--- src/rtl/xheep_jtag_master_pkg.sv ---
// ============================================================================
// Package : xheep_jtag_master_pkg
// Brief   : Shared types and TMS walk patterns for the x-heep JTAG initiator.
// Rev     : 1.0
// ============================================================================
`default_nettype none

package xheep_jtag_master_pkg;

    // Command opcodes as presented on cmd_op_i
    typedef enum logic [1:0] {
        OP_RESET    = 2'd0,
        OP_SHIFT_IR = 2'd1,
        OP_SHIFT_DR = 2'd2,
        OP_IDLE     = 2'd3
    } op_e;

    // Sequencer states; every scan starts and ends in Run-Test/Idle
    typedef enum logic [2:0] {
        ST_IDLE     = 3'd0,
        ST_TMS_PRE  = 3'd1,
        ST_SHIFT    = 3'd2,
        ST_TMS_POST = 3'd3,
        ST_RSP      = 3'd4
    } state_e;

    localparam int PAT_W = 6;

    // TMS patterns are LSB-first: bit 0 is driven on the first TCK
    // Test-Logic-Reset from anywhere, then drop into Run-Test/Idle
    localparam logic [PAT_W-1:0] TMS_PRE_RESET     = 6'b011111;
    localparam logic [2:0]       TMS_PRE_RESET_LEN = 3'd6;
    // RTI -> Select-DR -> Select-IR -> Capture-IR -> Shift-IR
    localparam logic [PAT_W-1:0] TMS_PRE_IR        = 6'b000011;
    localparam logic [2:0]       TMS_PRE_IR_LEN    = 3'd4;
    // RTI -> Select-DR -> Capture-DR -> Shift-DR
    localparam logic [PAT_W-1:0] TMS_PRE_DR        = 6'b000001;
    localparam logic [2:0]       TMS_PRE_DR_LEN    = 3'd3;
    // Exit1 -> Update -> Run-Test/Idle
    localparam logic [PAT_W-1:0] TMS_POST          = 6'b000001;
    localparam logic [2:0]       TMS_POST_LEN      = 3'd2;

endpackage

`default_nettype wire

--- src/rtl/xheep_jtag_tck_gen.sv ---
// ============================================================================
// Module  : xheep_jtag_tck_gen
// Brief   : Divides clk_gen into TCK; low phase first after enable, with
//           single-cycle strobes flagging the edges that will move tck_o.
// Rev     : 1.0
// ============================================================================
`default_nettype none

module xheep_jtag_tck_gen #(
    parameter int CLK_DIV = 4
) (
    input  logic clk_gen,
    input  logic rst_n,
    input  logic en_i,
    output logic tck_o,
    output logic fall_tick_o,
    output logic rise_tick_o
);

    localparam int CNT_W = (CLK_DIV > 1) ? $clog2(CLK_DIV) : 1;

    logic [CNT_W-1:0] cnt_q;
    logic [CNT_W-1:0] cnt_d;
    logic             tck_q;
    logic             tck_d;
    logic             wrap;

    // Phase boundary: the coming clk_gen edge toggles tck
    assign wrap        = en_i && (cnt_q == CNT_W'(CLK_DIV - 1));
    assign rise_tick_o = wrap && !tck_q;
    assign fall_tick_o = wrap && tck_q;
    assign tck_o       = tck_q;

    // Next phase counter / tck level; disabling parks TCK low at phase start
    always_comb begin
        cnt_d = cnt_q;
        tck_d = tck_q;
        if (!en_i) begin
            cnt_d = '0;
            tck_d = 1'b0;
        end else if (wrap) begin
            cnt_d = '0;
            tck_d = ~tck_q;
        end else begin
            cnt_d = cnt_q + CNT_W'(1);
        end
    end

    // Divider state register
    always_ff @(posedge clk_gen or negedge rst_n) begin
        if (!rst_n) begin
            cnt_q <= '0;
            tck_q <= 1'b0;
        end else begin
            cnt_q <= cnt_d;
            tck_q <= tck_d;
        end
    end

endmodule

`default_nettype wire

--- src/rtl/xheep_jtag_master.sv ---
// ============================================================================
// Module  : xheep_jtag_master
// Brief   : Command-driven JTAG initiator for the x-heep debug TAP. Turns
//           RESET / SHIFT_IR / SHIFT_DR / IDLE commands into TCK/TMS/TDI
//           sequences and returns the captured TDO bits.
// Rev     : 1.0
// ============================================================================
`default_nettype none

module xheep_jtag_master
    import xheep_jtag_master_pkg::*;
#(
    parameter int DATA_W  = 64,
    parameter int LEN_W   = $clog2(DATA_W + 1),
    parameter int CLK_DIV = 4
) (
    input  logic              clk_gen,
    input  logic              rst_n,
    input  logic              cmd_valid_i,
    output logic              cmd_ready_o,
    input  logic [1:0]        cmd_op_i,
    input  logic [LEN_W-1:0]  cmd_len_i,
    input  logic [DATA_W-1:0] cmd_data_i,
    output logic              rsp_valid_o,
    input  logic              rsp_ready_i,
    output logic [DATA_W-1:0] rsp_data_o,
    output logic              busy_o,
    output logic              tck_o,
    output logic              tms_o,
    output logic              tdi_o,
    output logic              trst_no,
    input  logic              tdo_i
);

    state_e            state_q, state_d;
    op_e               op_q, op_d;
    logic [LEN_W-1:0]  len_q, len_d;
    logic [LEN_W-1:0]  cnt_q, cnt_d;
    logic [PAT_W-1:0]  pat_q, pat_d;
    logic [2:0]        pcnt_q, pcnt_d;
    logic [DATA_W-1:0] sreg_q, sreg_d;
    logic [DATA_W-1:0] rsp_q, rsp_d;
    logic              tms_q, tms_d;
    logic              tdi_q, tdi_d;
    logic              trst_q, trst_d;
    logic              init_q, init_d;

    op_e               cmd_op;
    logic              accept;
    logic [LEN_W-1:0]  len_eff;
    logic [PAT_W-1:0]  pre_pat;
    logic [2:0]        pre_len;
    logic              tck_en;
    logic              fall_tick;
    logic              rise_tick;

    assign cmd_op      = op_e'(cmd_op_i);
    assign accept      = (state_q == ST_IDLE) && init_q && cmd_valid_i;
    assign cmd_ready_o = (state_q == ST_IDLE) && init_q;
    assign rsp_valid_o = (state_q == ST_RSP);
    assign busy_o      = (state_q != ST_IDLE);
    assign rsp_data_o  = rsp_q;
    assign tms_o       = tms_q;
    assign tdi_o       = tdi_q;
    assign trst_no     = trst_q;
    assign tck_en      = (state_q == ST_TMS_PRE) || (state_q == ST_SHIFT) ||
                         (state_q == ST_TMS_POST);

    xheep_jtag_tck_gen #(
        .CLK_DIV (CLK_DIV)
    ) u_tck_gen (
        .clk_gen     (clk_gen),
        .rst_n       (rst_n),
        .en_i        (tck_en),
        .tck_o       (tck_o),
        .fall_tick_o (fall_tick),
        .rise_tick_o (rise_tick)
    );

    // Effective length: scans run at least one bit and never beyond DATA_W
    always_comb begin
        len_eff = cmd_len_i;
        if (cmd_op != OP_IDLE) begin
            if (cmd_len_i == '0) begin
                len_eff = LEN_W'(1);
            end else if (cmd_len_i > LEN_W'(DATA_W)) begin
                len_eff = LEN_W'(DATA_W);
            end
        end
    end

    // Entry TMS walk selected by the incoming opcode
    always_comb begin
        pre_pat = TMS_PRE_DR;
        pre_len = TMS_PRE_DR_LEN;
        case (cmd_op)
            OP_RESET: begin
                pre_pat = TMS_PRE_RESET;
                pre_len = TMS_PRE_RESET_LEN;
            end
            OP_SHIFT_IR: begin
                pre_pat = TMS_PRE_IR;
                pre_len = TMS_PRE_IR_LEN;
            end
            default: begin
                pre_pat = TMS_PRE_DR;
                pre_len = TMS_PRE_DR_LEN;
            end
        endcase
    end

    // Sequencer next state: TMS/TDI move on TCK falls, TDO captured on rises
    always_comb begin
        state_d = state_q;
        op_d    = op_q;
        len_d   = len_q;
        cnt_d   = cnt_q;
        pat_d   = pat_q;
        pcnt_d  = pcnt_q;
        sreg_d  = sreg_q;
        rsp_d   = rsp_q;
        tms_d   = tms_q;
        tdi_d   = tdi_q;
        trst_d  = trst_q;
        init_d  = 1'b1;

        // TRST is released on the first clock out of reset
        if (!init_q) begin
            trst_d = 1'b1;
        end

        case (state_q)
            ST_IDLE: begin
                if (accept) begin
                    op_d   = cmd_op;
                    len_d  = len_eff;
                    cnt_d  = '0;
                    rsp_d  = '0;
                    tdi_d  = 1'b0;
                    if (cmd_op == OP_IDLE) begin
                        sreg_d  = '0;
                        tms_d   = 1'b0;
                        state_d = (cmd_len_i == '0) ? ST_RSP : ST_SHIFT;
                    end else begin
                        sreg_d  = (cmd_op == OP_RESET) ? '0 : cmd_data_i;
                        tms_d   = pre_pat[0];
                        pat_d   = pre_pat >> 1;
                        pcnt_d  = pre_len - 3'd1;
                        state_d = ST_TMS_PRE;
                        if (cmd_op == OP_RESET) begin
                            trst_d = 1'b0;
                        end
                    end
                end
            end

            ST_TMS_PRE: begin
                if (fall_tick) begin
                    if (pcnt_q != 3'd0) begin
                        tms_d  = pat_q[0];
                        pat_d  = pat_q >> 1;
                        pcnt_d = pcnt_q - 3'd1;
                        // TRST covers the first five TCKs of a TAP reset
                        if ((op_q == OP_RESET) && (pcnt_q == 3'd1)) begin
                            trst_d = 1'b1;
                        end
                    end else if (op_q == OP_RESET) begin
                        state_d = ST_RSP;
                    end else begin
                        cnt_d   = '0;
                        tms_d   = (len_q == LEN_W'(1));
                        tdi_d   = sreg_q[0];
                        sreg_d  = sreg_q >> 1;
                        state_d = ST_SHIFT;
                    end
                end
            end

            ST_SHIFT: begin
                if (rise_tick && (op_q != OP_IDLE)) begin
                    for (int i = 0; i < DATA_W; i++) begin
                        if (cnt_q == LEN_W'(i)) begin
                            rsp_d[i] = tdo_i;
                        end
                    end
                end
                if (fall_tick) begin
                    if (cnt_q == (len_q - LEN_W'(1))) begin
                        tdi_d = 1'b0;
                        if (op_q == OP_IDLE) begin
                            state_d = ST_RSP;
                        end else begin
                            tms_d   = TMS_POST[0];
                            pat_d   = TMS_POST >> 1;
                            pcnt_d  = TMS_POST_LEN - 3'd1;
                            state_d = ST_TMS_POST;
                        end
                    end else begin
                        cnt_d  = cnt_q + LEN_W'(1);
                        tdi_d  = sreg_q[0];
                        sreg_d = sreg_q >> 1;
                        tms_d  = (op_q != OP_IDLE) &&
                                 ((cnt_q + LEN_W'(1)) == (len_q - LEN_W'(1)));
                    end
                end
            end

            ST_TMS_POST: begin
                if (fall_tick) begin
                    if (pcnt_q != 3'd0) begin
                        tms_d  = pat_q[0];
                        pat_d  = pat_q >> 1;
                        pcnt_d = pcnt_q - 3'd1;
                    end else begin
                        state_d = ST_RSP;
                    end
                end
            end

            ST_RSP: begin
                if (rsp_ready_i) begin
                    state_d = ST_IDLE;
                end
            end

            default: begin
                state_d = ST_IDLE;
            end
        endcase
    end

    // Sequencer and datapath registers
    always_ff @(posedge clk_gen or negedge rst_n) begin
        if (!rst_n) begin
            state_q <= ST_IDLE;
            op_q    <= OP_RESET;
            len_q   <= '0;
            cnt_q   <= '0;
            pat_q   <= '0;
            pcnt_q  <= '0;
            sreg_q  <= '0;
            rsp_q   <= '0;
            tms_q   <= 1'b1;
            tdi_q   <= 1'b0;
            trst_q  <= 1'b0;
            init_q  <= 1'b0;
        end else begin
            state_q <= state_d;
            op_q    <= op_d;
            len_q   <= len_d;
            cnt_q   <= cnt_d;
            pat_q   <= pat_d;
            pcnt_q  <= pcnt_d;
            sreg_q  <= sreg_d;
            rsp_q   <= rsp_d;
            tms_q   <= tms_d;
            tdi_q   <= tdi_d;
            trst_q  <= trst_d;
            init_q  <= init_d;
        end
    end

endmodule

`default_nettype wire

--- config.mk ---
export PLATFORM = sky130hd
export DESIGN_NAME = xheep_jtag_master
export DESIGN_NICKNAME = d
export VERILOG_FILES = /design/src/rtl/xheep_jtag_master_pkg.sv /design/src/rtl/xheep_jtag_tck_gen.sv /design/src/rtl/xheep_jtag_master.sv
export SDC_FILE = /design/constraint.sdc
export NUM_CORES = 1
export LEC_CHECK = 0
export BUFFER_PORTS_ARGS = -buffer_cell sky130_fd_sc_hd__buf_2
export CELL_PAD_IN_SITES_DETAIL_PLACEMENT = 1
export CELL_PAD_IN_SITES_GLOBAL_PLACEMENT = 1
export CORE_AREA = 3 3 147 149
export DETAILED_ROUTE_END_ITERATION = 10
export DIE_AREA = 0 0 150 152
export PLACE_DENSITY = 0.9
export SYNTH_ARGS = -nofsm -noshare
export SYNTH_HDL_FRONTEND = slang
export SYNTH_SLANG_ARGS = --single-unit
export TNS_END_PERCENT = 10
--- constraint.sdc ---
create_clock -name clk_gen -period 3.3 [get_ports clk_gen]
set_input_delay 0.495 -clock clk_gen [delete_from_list [all_inputs] [get_ports clk_gen]]
set_output_delay 0.495 -clock clk_gen [all_outputs]
set_load 0.005 [all_outputs]
== After elaboration in Yosys (flattened, before gate mapping) ==
Index checks and enable logic that the tools add are counted.

* Output and inout bits: 71
* Word-level logic and storage cells: 484
* Input port bits: 78
* Bits in registers: 163

* Equal/unequal tests: 160
* Add/subtract/negate cells: 5
* Bitwise operators: 1
* Reduce and logical (&&, ||, !) cells: 93
* Muxes and demuxes: 147
* Order comparisons: 1

{| class="wikitable"
|+ Operators with widths
! kind !! number
|-
| 64-bit two-way mux || 10
|-
| 4-bit AND reduction || 64
|-
| 7-bit by 6-bit equality test with 1-bit output (second input constant) || 32
|-
| 64-bit one-hot mux with 3 select lines || 1
|-
| 2-bit by 1-bit != test with 1-bit output (second input constant) || 70
|-
| 64-bit one-hot mux with 2 select lines || 1
|-
| 7-bit by 5-bit equality test with 1-bit output (second input constant) || 16
|-
| 1-bit two-way mux || 89
|-
| 7-bit two-way mux || 9
|-
| 3-bit two-way mux || 19
|-
| 7-bit by 4-bit equality test with 1-bit output (second input constant) || 8
|-
| 6-bit two-way mux || 7
|-
| 7-bit by 3-bit equality test with 1-bit output (second input constant) || 4
|-
| 2-bit != test (second input constant) || 13
|-
| 8-bit AND reduction || 3
|-
| 7-bit one-hot mux with 3 select lines || 1
|-
| 6-bit one-hot mux with 3 select lines || 1
|-
| 3-bit one-hot mux with 5 select lines || 1
|-
| 7-bit by 1-bit equality test with 1-bit output (second input constant) || 2
|-
| 7-bit by 2-bit equality test with 1-bit output (second input constant) || 2
|-
| 7-bit equality test || 2
|-
| 7-bit zero test || 2
|-
| 3-bit nonzero test || 4
|-
| 5-bit one-hot mux with 2 select lines || 1
|-
| other kinds (30) || 45
|}

== Longest topological paths before layout ==
Gate-level depths: netlist of the first run.

* Word-level depth: 8
* Mapped depth: 10
* Depth with buffers taken out: 8

== Cells and area by module ==
Synthesis of the first run repeated with hierarchy kept, for this count alone.

* Cells, all modules: 953
* Area, all modules: 8912.3 um^2

{| class="wikitable"
|+ Modules (own cells, without submodules)
! module !! times used !! sequential area each (um^2) !! cells an instance !! area each (um^2)
|-
| xheep_jtag_master || 1 || 3955.0 || 942 || 8780.9
|-
| xheep_jtag_tck_gen || 1 || 75.1 || 11 || 131.4
|}

== Least setup slack after synthesis of the first run ==
OpenSTA, ideal clock, no wires.

* Kind: register to register
* Start point: reg cnt_q[0]
* End point: reg tms_q, in the netlist tms_o
* Stages on the path, launching flop included: 10
* Data required time: 3.203 ns
* Period minus slack after synthesis: 2.337 ns
* Arrival: 2.240 ns
* Buffers on the path: 2
* Setup time: 0.097 ns
* Slack: 0.963 ns
* Cells stage by stage: dfrtp_1 ha_1 clkbuf_1 and3_1 clkbuf_1 nand3_1 xnor2_1 a311oi_1 a31oi_1 o41ai_2

* Cells in the longest elaborated chain, start to end: 6
* Elaborated cells between the ends (all ways): 9
* Classes of those cells: add/sub (1); eq/ne (3); mux (3); reduce/logical (2)

{| class="wikitable"
|+ RTL lines
! item !! line !! RTL
|-
| start, declared || xheep_jtag_master.sv:38 || <nowiki>logic [LEN_W-1:0] cnt_q, cnt_d;</nowiki>
|-
| start signal, assigned || xheep_jtag_master.sv:251 || <nowiki>cnt_q <= cnt_d;</nowiki>
|-
| 7-bit by 1-bit adder with 7-bit output || xheep_jtag_master.sv:203 || <nowiki>((cnt_q + LEN_W'(1)) == (len_q - LEN_W'(1)));</nowiki>
|-
| 7-bit equality test || xheep_jtag_master.sv:203 ||
|-
| 1-bit logical AND || xheep_jtag_master.sv:202 || <nowiki>tms_d = (op_q != OP_IDLE) &&</nowiki>
|-
| 1-bit two-way mux || xheep_jtag_master.sv:188 || <nowiki>if (cnt_q == (len_q - LEN_W'(1))) begin</nowiki>
|-
| 1-bit two-way mux || xheep_jtag_master.sv:187 || <nowiki>if (fall_tick) begin</nowiki>
|-
| 1-bit one-hot mux with 4 select lines || xheep_jtag_master.sv:132 || <nowiki>case (state_q)</nowiki>
|-
| end signal, assigned || xheep_jtag_master.sv:256 || <nowiki>tms_q <= tms_d;</nowiki>
|-
| end, declared || xheep_jtag_master.sv:43 || <nowiki>logic tms_q, tms_d;</nowiki>
|}

Parallel ways exist; a longest one is shown, timed or not. The select of a mux whose other input is x is not followed.
A chain may end at the register's enable or synchronous reset.

== Worst setup path after layout of the first run ==
* Start point: reg state_q[0]
* End point: reg sreg_q[10]

* Cells in the longest elaborated chain, start to end: 7
* Elaborated cells between the ends (all ways): 19
* Classes of those cells: eq/ne (9); mux (1); reduce/logical (9)

{| class="wikitable"
|+ RTL lines
! item !! line !! RTL
|-
| start, declared || xheep_jtag_master.sv:35 || <nowiki>state_e state_q, state_d;</nowiki>
|-
| start signal, assigned || xheep_jtag_master.sv:248 || <nowiki>state_q <= state_d;</nowiki>
|-
| 3-bit by 1-bit equality test with 1-bit output or 3-bit by 2-bit equality test with 1-bit output (tied branches) || xheep_jtag_master.sv:66, xheep_jtag_master.sv:132 ||
|-
| 1-bit logical OR (2 in a row) || xheep_jtag_master.sv:66 || <nowiki>assign tck_en = (state_q == ST_TMS_PRE) || (state_q == ST_SHIFT) ||</nowiki>
|-
| 1-bit logical AND || xheep_jtag_tck_gen.sv:29 || <nowiki>assign wrap = en_i && (cnt_q == CNT_W'(CLK_DIV - 1));</nowiki>
|-
| 1-bit logical AND || xheep_jtag_tck_gen.sv:31 || <nowiki>assign fall_tick_o = wrap && tck_q;</nowiki>
|-
| 2-bit != test (no line) || n/a ||
|-
| 7-bit AND reduction (no line) || n/a ||
|-
| end signal, assigned || xheep_jtag_master.sv:254 || <nowiki>sreg_q <= sreg_d;</nowiki>
|-
| end, declared || xheep_jtag_master.sv:41 || <nowiki>logic [DATA_W-1:0] sreg_q, sreg_d;</nowiki>
|}

Parallel ways exist; a longest one is shown, timed or not.

==> results.toml, run 1 <==
[detailed_routing]
drc = 0
drtIter0Drc = 457
routed_via_density = 5.81
drt-total-wl_um = 26100
route.vias.total = 7959
firstDrtPassIters = 4
wl_per_cell_um = 19.1
ant_nets = 0

[critical_path]
cp_slowest_stage_delay_ps = 750
critPathRequiredTime_ps = 3640
ff2ff_setup_slack_ps = 330
cpLargestDelayFamily = "compound AO/OA/AOI/OAI gates"
path_buf_inv = 1
reg2reg_from = "state_q[0]"
slowest_stage = "dfrtp_1"
start_kind = "flip-flop"
crit_chain = "nor2_1, a21oi_1, o2111ai_1, a31oi_4, buf_12, nor2_1, a21oi_1"
arrival_ps = 3310
worst_r2r_path_depth = 7
rr_endpoint = "sreg_q[10]"
crit_type = "flip-flop to flip-flop"
crit_fanout = 48
end_kind = "flip-flop"

[logic_synthesis]
synth_fp_nets = 1071
synth_edf_count = 0
yosys_warnings = 0
synth_area_mm2 = 0.00847
synth.yosys.seq_area_share_pct = 47.6
syn_avg_cell_area_um2 = 8.62
synth-async-reset-ratio_pct = 100
synth_cells = 983
ys_ff_latch = 161
synth_ff_type = "dfrtp_1"
synthDistinctLibCells = 67

[layout]
drive_above_1_share_pct = 20.4
nets = 1176
fin_area_mm2 = 0.0101
nFillCells = 2477
area_growth_pct = 18.8
antennaDiodeCount = 0

[global_routing]
grt_max_degree = 70
antenna_found_initial = 0
grt_use_total_pct = 23.1
grt.overflow.total = 0
grt_pass1_vias = 8399
grt_pass1_wl_um = 43300

[sta]
setup_tns_ps = 0
maxSlewViolCount = 0
rsz0062_at_grt = "false"
setup_viol = 0
worst_pin_slew_ps = 822
slew-limit-headroom_pct = 44.8
finalCriticalPeriod_ps = 2970
finalCritPeriodShare_pct = 90.1
skew_ps = 12.0
setup_slack_ps = 327
fmax_ghz = 0.336
hold_viol = 0

[min_path]
hp-class = "input pin to async pin"

[cts]
clockBufferDepth = 2
clock_latency_ps = 430
cts_resized = 0
hold_buffers = 0
clockRootBuffer = "clkbuf_16"
post_cts_buffers = 0
path_clk_slew_ps = 70
numCtsBuffers = 17
clock-sinks = 161
cts_max_level = 4
cts_tree = "done"

[pwr]
swShare_pct = 24.5
clock_power_share_pct = 45.8
p_leak_uw = 0.00490
power_switching_uw = 1070
pwr-share-comb_pct = 8.4
p_per_area_mw_per_mm2 = 433
seqPwrFrac_pct = 45.8
intPower_uw = 3290
vdd_drop_max_mv = 0.345

[run]
maxCapViolCount = 0

[floorplan]
core-area_mm2 = 0.0203
pin_count = 149
start_util_pct = 41.7
die_w_um = 150
rows = 52
die_height_um = 152
die-area_mm2 = 0.0228

[placed_design]
io_buffer_count = 148
hpwl_um = 17700
dpl_cell_area_mm2 = 0.00948
pre_cts_ws_ps = 375
gp_congestion = 0.889

[outcome]
status = "finished clean"
-- cells in the mapped netlist, types with 2 or more instances --
| cell | n | area share (%) |
|---|---|---|
| nand2_1 | 52 | 2.3 |
| o311ai_2 | 3 | 0.58 |
| o21ai_0 | 89 | 5.3 |
| nand4_1 | 7 | 0.52 |
| nand3_1 | 25 | 1.5 |
| xor2_1 | 5 | 0.52 |
| and2_1 | 8 | 0.59 |
| a21oi_1 | 189 | 11 |
| dfrtp_1 | 160 | 47 |
| inv_1 | 18 | 0.80 |
| nor2_1 | 88 | 3.9 |
| buf_4 | 3 | 0.27 |
| nor3b_1 | 4 | 0.35 |
| a41oi_1 | 4 | 0.41 |
| xnor2_1 | 12 | 1.2 |
| or4_1 | 4 | 0.35 |
| nor4_1 | 2 | 0.15 |
| a21o_1 | 2 | 0.18 |
| mux2_1 | 4 | 0.53 |
| mux2i_1 | 3 | 0.35 |
| clkbuf_1 | 64 | 2.8 |
| o211a_1 | 2 | 0.24 |
| o211ai_1 | 9 | 0.80 |
| and3_1 | 74 | 5.5 |
| o22ai_1 | 6 | 0.44 |
| nor3_2 | 2 | 0.24 |
| nor2b_1 | 7 | 0.52 |
| or2_2 | 4 | 0.30 |
| nand2b_1 | 4 | 0.30 |
| nor3_1 | 8 | 0.47 |
| o31ai_1 | 2 | 0.18 |
| ha_1 | 10 | 1.5 |
| o21ai_1 | 47 | 2.8 |
| buf_2 | 15 | 0.89 |
| a21boi_0 | 2 | 0.18 |
| a31oi_1 | 14 | 1.0 |
-- metrics by stage --
stage | util [%] | hold WS [ps] | cells | power, µW
after floorplan | - | 199 | 983 | 2240
after global placement | 46.7 | 423 | 1339 | 2380
after detailed placement | 46.7 | 450 | 1339 | 2400
after CTS | 49.6 | 120 | 1370 | 4390
after global routing | 49.6 | 136 | 1370 | 4530
final | 49.6 | 96.2 | 1370 | 4350
-- cells by family after synthesis --
group                      count (synthesis)  synth area share, %
other                                      1               0.0443
xor gates and xnor gates                  18                 2.02
DFF                                      161                 47.6
buffers and inverters                    102                 4.96
muxes                                      7                0.886
and+or+nand+nor                          296                 17.8
AOI/OAI and AO/OA                        388                 25.2
adders and majority gates                 10                 1.48
-- layer usage --
metal  track usage [%]  part of all wire (%)
met1              30.0                    42
met2              39.4                    51
met3              3.75                   4.4
met4              6.88                   2.1
met5                 0                     0
-- power groups by stage --
stage	clock network [µW]	logic, µW	registers (µW)
finish	1990	367	1990
global route	2120	416	1990
CTS	2020	373	1990
detailed placement	0	369	2030
global placement	0	352	2030
floorplan	0	215	2020
-- cell usage in the layout, fill, tap and decap left out, types with 5 or more instances in the layout --
| cell type | instances |
|---|---|
| xnor2_1 | 12 |
| o21ai_1 | 47 |
| nand3_1 | 25 |
| inv_6 | 5 |
| nand2_1 | 52 |
| nand4_1 | 7 |
| dfrtp_1 | 160 |
| a21oi_1 | 189 |
| nor2b_1 | 6 |
| a31oi_1 | 13 |
| clkbuf_16 | 17 |
| inv_1 | 18 |
| and3_1 | 74 |
| buf_4 | 18 |
| ha_1 | 10 |
| buf_2 | 147 |
| o22ai_1 | 6 |
| nor2_1 | 87 |
| o21ai_0 | 89 |
| o211ai_1 | 9 |
| nor3_1 | 7 |
| and2_1 | 8 |
-- how the worst max path moves through the flow --
stage,from,end,depth (start not counted)
after floorplan,cnt_q[0],tms_o,9
after global placement,len_q[0],sreg_q[7],9
after detailed placement,state_q[0],sreg_q[10],7
after CTS,state_q[0],sreg_q[10],7
after global routing,state_q[0],sreg_q[9],7
final,state_q[0],sreg_q[10],7
-- layout make-up --
type                       count  area [µm²]  share of cell area, %
sequential                   161        4030                   40.0
tap                          270         338                   3.36
timing repair buffer         170         962                   9.56
clock inverter                10         124                   1.23
multi-input combinational    720        4080                   40.6
clock buffer                  21         460                   4.57
inverter                      18        67.6                  0.671
-- registers in the layout (all words and copies together), names as in the netlist --
| register | flops |
|---|---|
| u_tck_gen.cnt_q | 2 |
| sreg_q | 64 |
| op_q | 2 |
| state_q | 3 |
| pat_q | 4 |
| init_q | 1 |
| u_tck_gen.tck_o | 1 |
| trst_no | 1 |
| rsp_data_o | 64 |
| pcnt_q | 3 |
| tms_o | 1 |
| len_q | 7 |
| cnt_q | 7 |
| tdi_o | 1 |
Power figures use the tool's default switching activity.
==> run 2, diff against run 1 <==
--- a/config.mk
+++ b/config.mk
@@ -6,9 +6,11 @@
 export NUM_CORES = 1
 export LEC_CHECK = 0
 export BUFFER_PORTS_ARGS = -buffer_cell sky130_fd_sc_hd__buf_2
+export CAP_MARGIN = 10
 export CELL_PAD_IN_SITES_DETAIL_PLACEMENT = 1
 export CELL_PAD_IN_SITES_GLOBAL_PLACEMENT = 1
 export CORE_AREA = 3 3 147 149
+export CTS_BUF_LIST = sky130_fd_sc_hd__clkbuf_8 sky130_fd_sc_hd__clkbuf_16
 export DETAILED_ROUTE_END_ITERATION = 10
 export DIE_AREA = 0 0 150 152
 export PLACE_DENSITY = 0.9
==> run 2 against run 1 <==
Cell area is the same. Global-route usage unchanged. Sequential power barely moved. Critical path type unchanged. Core utilization stayed put. Sequential cell count stayed put. Sequential share of layout area is the same. Clock skew hardly changed. Fmax is essentially flat.
==> results.toml, run 2 (same netlist as run 1, synthesis figures left out) <==
[layout]
fin_area_mm2 = 0.0101
final_cell_mix = "a21oi_1 (189), dfrtp_1 (160), buf_2 (147)"
nets = 1176
area_growth_pct = 18.8
mostFrequentLayoutCell = "a21oi_1"
antennaDiodeCount = 0
fin_util_pct = 49.6
drive_above_1_share_pct = 20.4

[sta]
rsz0062_at_grt = "false"
setup_viol = 0
maxSlewViolCount = 0
finalCritPeriodShare_pct = 90.1
worst_pin_slew_ps = 822
slew-limit-headroom_pct = 44.8
skew_ps = 12.0
hold_viol = 0
finalCriticalPeriod_ps = 2970
fmax_ghz = 0.336
setup_tns_ps = 0

[detailed_routing]
routed_via_density = 5.81
drtIter0Drc = 456
wl_per_cell_um = 19.1
drt-total-wl_um = 26200
route.vias.total = 7960
ant_nets = 0
firstDrtPassIters = 4
drc = 0

[cts]
cts_max_level = 4
clock-sinks = 161
clockBufferDepth = 2
clock_latency_ps = 430
post_cts_buffers = 0
path_clk_slew_ps = 70
clockRootBuffer = "clkbuf_16"
cts_resized = 0
hold_buffers = 0
numCtsBuffers = 17
cts_tree = "done"

[pwr]
p_per_area_mw_per_mm2 = 432
clock_power_share_pct = 45.7
vdd_drop_max_mv = 0.345
seqPwrFrac_pct = 45.8
power_switching_uw = 1070
intPower_uw = 3280
p_leak_uw = 0.00491
swShare_pct = 24.6
pwr-share-comb_pct = 8.4

[floorplan]
rows = 52
core-area_mm2 = 0.0203
die-area_mm2 = 0.0228
start_util_pct = 41.7
die_height_um = 152
die_w_um = 150
pin_count = 149

[critical_path]
rr_endpoint = "sreg_q[10]"
start_kind = "flip-flop"
slowest_stage = "dfrtp_1"
worst_r2r_path_depth = 7
cpLargestDelayFamily = "compound AO/OA/AOI/OAI gates"
ff2ff_setup_slack_ps = 330
reg2reg_from = "state_q[0]"
path_buf_inv = 1
crit_chain = "nor2_1, a21oi_1, o2111ai_1, a31oi_4, buf_12, nor2_1, a21oi_1"
crit_type = "flip-flop to flip-flop"
arrival_ps = 3310
end_kind = "flip-flop"
crit_fanout = 48
critPathRequiredTime_ps = 3640
cp_slowest_stage_delay_ps = 750

[global_routing]
grt_pass1_wl_um = 43300
grt.overflow.total = 0
grt_pass1_vias = 8399
antenna_found_initial = 0
grt_use_total_pct = 23.1
grt_max_degree = 70

[placed_design]
hpwl_um = 17700
gp_congestion = 0.889
io_buffer_count = 148
dpl_cell_area_mm2 = 0.00948

[run]
maxCapViolCount = 0

[outcome]
status = "finished clean"

[min_path]
hp-class = "input pin to async pin"
[run 2: changes by cell type in the layout (fill, tap and decap cells not counted)]
cell	delta
inv_1	+2
clkbuf_1	-2
[run 2: layout make-up]
class                           instances  area (µm²)
Clock buffer                           19         453
Clock inverter                         12         131
Fill cell                            2477       10200
Inverter                               18        67.6
Multi-Input combinational cell        720        4080
Sequential cell                       161        4030
Tap cell                              270         338
Timing Repair Buffer                  170         962
[run 2: metal layers]
layer	GRT usage (%)	wire, µm	part of all wire, %
met5	0	0	0
met4	6.88	557	2.1
met3	3.75	1140	4.4
met2	39.4	13400	51
met1	30.0	11100	42
[run 2: how the worst max path moves through the flow]
stage                     cells past startpoint        from         end  slack [ps]
final                                         7  state_q[0]  sreg_q[10]         330
after global routing                          7  state_q[0]   sreg_q[9]          90
after CTS                                     7  state_q[0]  sreg_q[10]         320
after detailed placement                      7  state_q[0]  sreg_q[10]         380
after global placement                        9    len_q[0]   sreg_q[7]         620
after floorplan                               9    cnt_q[0]       tms_o         960
[run 2: metrics by stage]
step           instances  power (µW)  setup slack, ps  hold slack [ps]
2_1_floorplan        983        2240              963              199
3_3_place_gp        1339        2380              622              423
3_5_place_dp        1339        2400              375              450
4_1_cts             1370        4380              322              120
5_1_grt             1370        4520             86.0              136
6_report            1370        4350              327             96.3
[run 2: power groups by stage]
stage | Sequential [µW] | Combinational, µW | Clock [µW]
5_1_grt | 1990 | 416 | 2110
3_5_place_dp | 2030 | 369 | 0
6_report | 1990 | 367 | 1990
2_1_floorplan | 2020 | 215 | 0
4_1_cts | 1990 | 373 | 2020
3_3_place_gp | 2030 | 352 | 0
==> run 3, diff against run 2 <==
--- a/config.mk
+++ b/config.mk
@@ -13,7 +13,8 @@
 export CTS_BUF_LIST = sky130_fd_sc_hd__clkbuf_8 sky130_fd_sc_hd__clkbuf_16
 export DETAILED_ROUTE_END_ITERATION = 10
 export DIE_AREA = 0 0 150 152
-export PLACE_DENSITY = 0.9
+export MAX_ROUTING_LAYER = met4
+export PLACE_DENSITY_LB_ADDON = 0.3
 export SYNTH_ARGS = -nofsm -noshare
 export SYNTH_HDL_FRONTEND = slang
 export SYNTH_SLANG_ARGS = --single-unit
==> run 3 against run 2 <==
Wire length is 0.97% higher. Total power is 1.6% lower. Clock skew hardly changed. Fmax is 7.5% higher. Clock-buffer cell count is 1 lower. Highest routed layer unchanged. Die area stayed put. Largest cell class unchanged.
==> results.toml, run 3 (same netlist as run 1, synthesis figures left out) <==
[global_routing]
grt_max_degree = 69
grt_pass1_wl_um = 42900
antenna_found_initial = 1
grt_use_total_pct = 23.7
grt_pass1_vias = 8232
grt.overflow.total = 0

[layout]
nFillCells = 2476
final_cells = 1383
final_cell_mix = "a21oi_1 (189), dfrtp_1 (160), buf_2 (147)"
mostFrequentLayoutCell = "a21oi_1"
nets = 1187
drive_above_1_share_pct = 21.5
area_growth_pct = 19.7

[critical_path]
ff2ff_setup_slack_ps = 530
crit_fanout = 10
start_kind = "flip-flop"
rr_endpoint = "tms_o"
arrival_ps = 3100
critPathRequiredTime_ps = 3630
reg2reg_from = "cnt_q[0]"
worst_r2r_path_depth = 7
end_kind = "flip-flop"
crit_type = "flip-flop to flip-flop"

[placed_design]
gp_congestion = 0.887
hpwl_um = 18000
io_buffer_count = 148
post-place-cells = 1350

[detailed_routing]
drtIter0Drc = 474
drc = 0
routed_via_density = 5.77
wl_per_cell_um = 19.1
firstDrtPassIters = 4
ant_nets = 0
route.vias.total = 7980
drt-total-wl_um = 26400

[cts]
numCtsBuffers = 17
path_clk_slew_ps = 70
hold_buffers = 0
clock_latency_ps = 430
cts_max_level = 4
post_cts_buffers = 0
clockRootBuffer = "clkbuf_16"
cts_resized = 0
cts_tree = "done"
clock-sinks = 161
clockBufferDepth = 2

[sta]
finalCritPeriodShare_pct = 83.8
rsz0062_at_grt = "false"
slew-limit-headroom_pct = 47.2
fmax_ghz = 0.362
setup_tns_ps = 0
skew_ps = 12.1
finalCriticalPeriod_ps = 2770
hold_viol = 0
worst_pin_slew_ps = 787
setup_viol = 0
maxSlewViolCount = 0

[pwr]
p_per_area_mw_per_mm2 = 422
p_leak_uw = 0.00495
vdd_drop_max_mv = 0.401

[floorplan]
pin_count = 149
die_w_um = 150
core-area_mm2 = 0.0203
start_util_pct = 41.7
die-area_mm2 = 0.0228
die_height_um = 152
rows = 52

[min_path]
hp-class = "input pin to async pin"

[run]
maxCapViolCount = 0

[outcome]
status = "finished clean"
==> run 3: cell count changes in the layout (fill, tap and decap cells not counted), moves of 2 or more <==
cell,change
buf_4,+10
clkinv_4,+3
inv_8,+3
bufinv_16,-2
inv_1,-2
==> run 3: stage by stage <==
step	hold slack (ps)	setup slack, ps	utilization, %	power (µW)	area (µm²)
5_1_grt	120	282	50.0	4450	10100
3_5_place_dp	457	582	47.2	2410	9580
4_1_cts	105	563	49.9	4320	10100
6_report	74.0	535	50.0	4280	10100
3_3_place_gp	425	614	47.2	2400	9580
2_1_floorplan	199	963	-	2240	8470
==> run 3: final cells by class <==
cell class / count / area [µm²] / area share, %
flip-flops and latches: 161 / 4030 / 39.7
clock buffers: 18 / 439 / 4.33
repair buffers: 181 / 1060 / 10.4
inverters: 18 / 67.6 / 0.666
well taps: 270 / 338 / 3.33
multi-input cells: 720 / 4090 / 40.3
clock inverters: 14 / 120 / 1.18
diodes: 1 / 2.50 / 0.0247
==> run 3: power by group <==
group          switching (µW)  leakage (µW)  internal, µW
registers                6.41       0.00221          1980
clock network             904      0.000273          1010
logic                     230       0.00247           147
total                    1140       0.00495          3140
==> run 3: per-layer routing <==
layer	global-route usage [%]	wire length, µm	vias up
met5	-	0	-
met2	39.2	13300	201
met3	3.57	1060	30
li1	-	-	3740
met1	30.0	11600	4009
met4	7.06	499	0
==> run 3: worst max-delay path by stage <==
stage	start	endpoint	slack [ps]	depth (start not counted)
finish	cnt_q[0]	tms_o	530	7
floorplan	cnt_q[0]	tms_o	960	9
CTS	cnt_q[0]	tms_o	560	7
detailed placement	cnt_q[0]	tms_o	580	7
global route	len_q[2]	sreg_q[55]	280	7
global placement	cnt_q[0]	tms_o	610	7
==> run 3: critical path: stages, from the launching register on <==
cell and delay (ps):
dfrtp_1 490, ha_1 420, and3_1 520, nand3_1 200, xnor2_1 190, a311oi_1 330
a31oi_1 180, o41ai_2 350
